### config.mk
export PLATFORM = sky130hd
export DESIGN_NAME = ram_arbiter
export DESIGN_NICKNAME = d
export VERILOG_FILES = /design/src/rtl/ram_arbiter_pkg.sv /design/src/rtl/ram_arbiter_rr_arb2.sv /design/src/rtl/ram_arbiter.sv
export SDC_FILE = /design/constraint.sdc
export NUM_CORES = 1
export LEC_CHECK = 0
export CORE_UTILIZATION = 41
export CTS_CLUSTER_DIAMETER = 40
export CTS_CLUSTER_SIZE = 25
export DETAILED_ROUTE_END_ITERATION = 7
export HOLD_SLACK_MARGIN = 0.05
export PLACE_DENSITY = 0.8
export SYNTH_ARGS = -nofsm -noshare
export SYNTH_HDL_FRONTEND = slang
export SYNTH_HIERARCHICAL = 1
export SYNTH_SLANG_ARGS = --single-unit
### constraint.sdc
create_clock -name Clock -period 2.52 [get_ports Clock]
set_input_delay 0.504 -clock Clock [delete_from_list [all_inputs] [get_ports Clock]]
set_output_delay 0.504 -clock Clock [all_outputs]
set_load 0.1 [all_outputs]
### src/rtl/ram_arbiter_pkg.sv
// Shared FSM state encodings and port ids for the data-RAM arbiter.
// Pure definitions; no logic, no latency, no flow control.
package ram_arbiter_pkg;

    typedef enum logic [1:0] {
        IDLE   = 2'd0,
        ACCESS = 2'd1,
        RESP   = 2'd2
    } state_t;

    localparam logic PORT_P = 1'b0;
    localparam logic PORT_L = 1'b1;

endpackage

### src/rtl/ram_arbiter_rr_arb2.sv
// Two-way round-robin pick from already-masked requests and a preference pointer.
// Purely combinational, zero latency; never stalls, callers hold req until served.
module rr_arb2
    import ram_arbiter_pkg::*;
(
    input  logic [1:0] req,
    input  logic       ptr,
    output logic       grant_vld,
    output logic       grant_id
);

    always_comb begin
        grant_vld = |req;
        grant_id  = PORT_P;
        case (req)
            2'b01:   grant_id = PORT_P;
            2'b10:   grant_id = PORT_L;
            2'b11:   grant_id = ptr;
            default: grant_id = PORT_P;
        endcase
    end

endmodule

### src/rtl/ram_arbiter.sv
// Shares one single-port RAM (registered address, 1-cycle read) between ports P and L.
// Latency: request sampled at edge 0, RAM driven cycle 1, one-cycle Ack in cycle 3.
// Backpressure: requesters hold Req and fields stable until their Ack pulse.
module ram_arbiter
    import ram_arbiter_pkg::*;
#(
    parameter int DATA_W = 16,
    parameter int ADDR_W = 5
) (
    input  logic              Clock,
    input  logic              Reset,
    input  logic              PReq,
    input  logic              PW,
    input  logic [ADDR_W-1:0] PAddr,
    input  logic [DATA_W-1:0] PDout,
    output logic              PAck,
    output logic [DATA_W-1:0] PMemOut,
    input  logic              LReq,
    input  logic              LW,
    input  logic [ADDR_W-1:0] LAddr,
    input  logic [DATA_W-1:0] LDout,
    output logic              LAck,
    output logic [DATA_W-1:0] LMemOut,
    output logic [ADDR_W-1:0] RamAddr,
    output logic [DATA_W-1:0] RamData,
    output logic              RamW,
    input  logic [DATA_W-1:0] RamQ,
    output logic              Owner
);

    state_t            state, state_nxt;
    logic              lat_w;
    logic [ADDR_W-1:0] lat_addr;
    logic [DATA_W-1:0] lat_dout;
    logic              lat_id;
    logic              ptr;
    logic [1:0]        req_masked;
    logic              grant_vld;
    logic              grant_id;

    // A port being acked this cycle is still holding its old request; ignore it.
    assign req_masked = {LReq & ~LAck, PReq & ~PAck};

    rr_arb2 u_rr_arb2 (
        .req       (req_masked),
        .ptr       (ptr),
        .grant_vld (grant_vld),
        .grant_id  (grant_id)
    );

    always_comb begin
        state_nxt = state;
        case (state)
            IDLE:    if (grant_vld) state_nxt = ACCESS;
            ACCESS:  state_nxt = RESP;
            RESP:    state_nxt = IDLE;
            default: state_nxt = IDLE;
        endcase
    end

    always_ff @(posedge Clock or posedge Reset) begin
        if (Reset) begin
            state    <= IDLE;
            lat_w    <= 1'b0;
            lat_addr <= '0;
            lat_dout <= '0;
            lat_id   <= PORT_P;
            ptr      <= PORT_P;
            PAck     <= 1'b0;
            LAck     <= 1'b0;
            PMemOut  <= '0;
            LMemOut  <= '0;
        end else begin
            state <= state_nxt;
            PAck  <= 1'b0;
            LAck  <= 1'b0;

            if (state == IDLE && grant_vld) begin
                lat_id   <= grant_id;
                lat_w    <= (grant_id == PORT_L) ? LW    : PW;
                lat_addr <= (grant_id == PORT_L) ? LAddr : PAddr;
                lat_dout <= (grant_id == PORT_L) ? LDout : PDout;
            end

            // RamQ is valid during RESP because the RAM registered the address at the end of ACCESS.
            if (state == RESP) begin
                ptr <= ~lat_id;
                if (lat_id == PORT_L) begin
                    LAck <= 1'b1;
                    if (!lat_w) LMemOut <= RamQ;
                end else begin
                    PAck <= 1'b1;
                    if (!lat_w) PMemOut <= RamQ;
                end
            end
        end
    end

    assign RamAddr = lat_addr;
    assign RamData = lat_dout;
    assign RamW    = (state == ACCESS) && lat_w;
    assign Owner   = lat_id;

endmodule

==> summary.txt <==
Critical path
  – Slowest CP cell: dfrtp_1
  – Crit path launch type: flop
  – Worst path cell trace: nor2b_1 > and2_1 > buf_4
  – Reg2Reg Depth: 5
  – Worst path arrival time: 1.46 ns
  – Path type of the worst setup path: flop to output pin
  – Req. time, crit path: 2.02 ns
  – Critical path peak fanout: 6
  – Critical Path Sink Type: output pin
  – Largest stage delay, worst path: 0.49 ns

Synthesis
  – Yosys top cell by area: dfrtp_1
  – Register area share after synthesis: 0.589
  – Number of storage elements in the synthesis netlist: 60
  – Fraction of synthesized cell area taken by the top area cell type: 0.589
  – Total nets after synthesis: 224
  – Netlist area before placement: 2550 sq um
  – Mapped Avg Cell Area: 15.9 sq um
  – Synthesized instance count: 160
  – Number of synthesis warnings: 6
  – Number of distinct library cells after synthesis: 18
  – Synth top area cells: dfrtp_1, mux2_2, buf_6, nor4b_4, nor2b_1

Placement
  – Input/output buffers: 120
  – Weighted congestion reported at the end of routability-driven placement: 0.669
  – Detailed placement HPWL: 4090 um

STA
  – Timing-limited maximum frequency: 509 MHz
  – Setup TNS Final: 0 ns
  – Slew at the pin with the worst max-slew slack: 0.401 ns
  – Period minus WS final: 1.97 ns
  – Clk_skew: 0.0124 ns
  – Worst hold margin: 0.504 ns
  – Setup repair after global routing missed its margin: false
  – Period utilization: 0.780
  – Worst slew margin relative to its limit: 0.732
  – Number of slew-limit violations in the final report: 0
  – Count of final setup violators: 0
  – Endpoints failing hold: 0

Route
  – Total detailed-routing wirelength: 5480 um
  – Number of optimization iterations in the first detailed-route pass: 4
  – Via Count: 1760
  – Iteration-0 DRC Markers: 30
  – Remaining design rule violation count: 0
  – Routed Antenna Nets: 0
  – WL per Instance: 14.8 um
  – Via density per instance: 4.74

Cells and area
  – Proportion of layout cells with a drive suffix above 1: 0.537
  – Total number of nets in the final design: 355
  – # diodes: 0
  – Area Overhead vs Synth: 54.1%

Clocking
  – H-tree levels: 3
  – Total of cells resized after clock tree synthesis: 0
  – TritonCTS clock tree: built
  – Number of buffers added to fix hold violations after cts: 0
  – Clock tree buffer depth: 2
  – Latest clock arrival within the worst-skew pair: 0.32 ns
  – Buffers inserted by post-CTS timing repair: 0
  – Clock slew seen by the registers of the worst setup and hold paths: 0.06 ns
  – Sink Count: 60
  – Cts bufs inserted: 9
  – Clock tree root buffer cell: clkbuf_8

Floorplan
  – Overall die height: 80.8 um
  – Initial standard-cell utilization of the core: 0.428
  – Overall die area: 6540 sq um
  – Cell row count: 28
  – Io pins: 121
  – Core area: 5960 sq um
  – Chip Width: 80.8 um

Global route
  – Vias in the first global route: 1858
  – Overflow left after global routing: 0
  – Initial antenna violation count: 0
  – Global Route Usage Sum: 0.176
  – Pin count of the biggest net entering global routing: 28
  – Wire length of the first global-routing pass: 8560 um

Run
  – Max Cap Violations: 0

Outcome
  – Status: finished, final reports clean

Min path
  – Type of the worst min-delay path: input pin to asynchronous set/reset pin
==> flip-flops by register name, summed over array words and instances, names as in the netlist <==
name	count
PAck	1
LMemOut	16
ptr	1
Owner	1
PMemOut	16
lat_w	1
state	2
RamData	16
LAck	1
RamAddr	5
==> per-layer routing <==
layer	part of all wire	GRT usage
met1	0.41	0.213
met2	0.50	0.298
met3	0.082	0.0528
met4	0.0064	0.0589
met5	0	0
==> Yosys cell counts <==
master,n
nor2b_1,3
and2_1,1
buf_6,3
dfrtp_1,60
a21boi_1,1
nor2_1,1
mux2_2,77
nor3b_1,1
nor4b_4,1
nand2b_1,1
inv_1,3
a21o_1,1
nor3b_2,1
buf_1,1
or2_1,1
clkbuf_1,1
buf_4,2
and4bb_1,1
==> layout make-up <==
type / instances / area [sq um]
well taps: 75 / 93.8
repair buffers: 127 / 1140
clock inverters: 4 / 48.8
fillers: 482 / 2030
inverters: 3 / 11.3
multi-input cells: 90 / 990
clock buffers: 12 / 145
flip-flops and latches: 60 / 1500
==> final timing paths <==
path                       startpoint     endpoint  slack, ns
setup / recovery             state[0]         RamW       0.55
min in group Clock         RamAddr[2]   RamAddr[2]       0.51
max in group asynchronous       Reset  RamData[15]       1.44
hold reg to reg            RamAddr[2]   RamAddr[2]       0.51
hold / removal                  Reset         PAck       0.50
setup reg to reg                 LAck  RamData[13]       0.83
==> worst max-delay path: cells and delay by family, from the launching register on <==
kind          cells  cell delay (ns)
buf+inv           1             0.29
flops             1             0.49
simple gates      2             0.37
==> placed cells by master, fill, tap and decap left out, types with 2 or more instances in the layout <==
master           count
clkdlybuf4s50_1     63
mux2_2              77
buf_4               62
inv_1                2
buf_12               2
nor2b_1              3
clkbuf_1             2
dfrtp_1             60
clkbuf_8            10
clkinv_2             2
==> logic make-up (layout without fill, tap and decap cells) <==
group                  after synthesis  after routing  share of synthesized area
AOI/OAI and AO/OA                    2              2                    0.00589
buffers and inverters               10            146                     0.0265
DFF                                 60             60                      0.589
muxes                               77             77                      0.340
and+or+nand+nor                     11             11                     0.0383
==> through the flow <==
stage / std cells / setup WS [ns] / cell area, sq um / utilization
finish: 371 / 0.554 / 3930 / 0.659
global route: 371 / 0.438 / 3930 / 0.659
CTS: 371 / 0.540 / 3930 / 0.659
detailed placement: 355 / 0.247 / 3730 / 0.627
global placement: 355 / 0.291 / 3730 / 0.627
floorplan: 160 / 0.0767 / 2550 / -
Power is not shown: default switching activity piles up to over one toggle a cycle in this logic, so the estimate is an artifact.
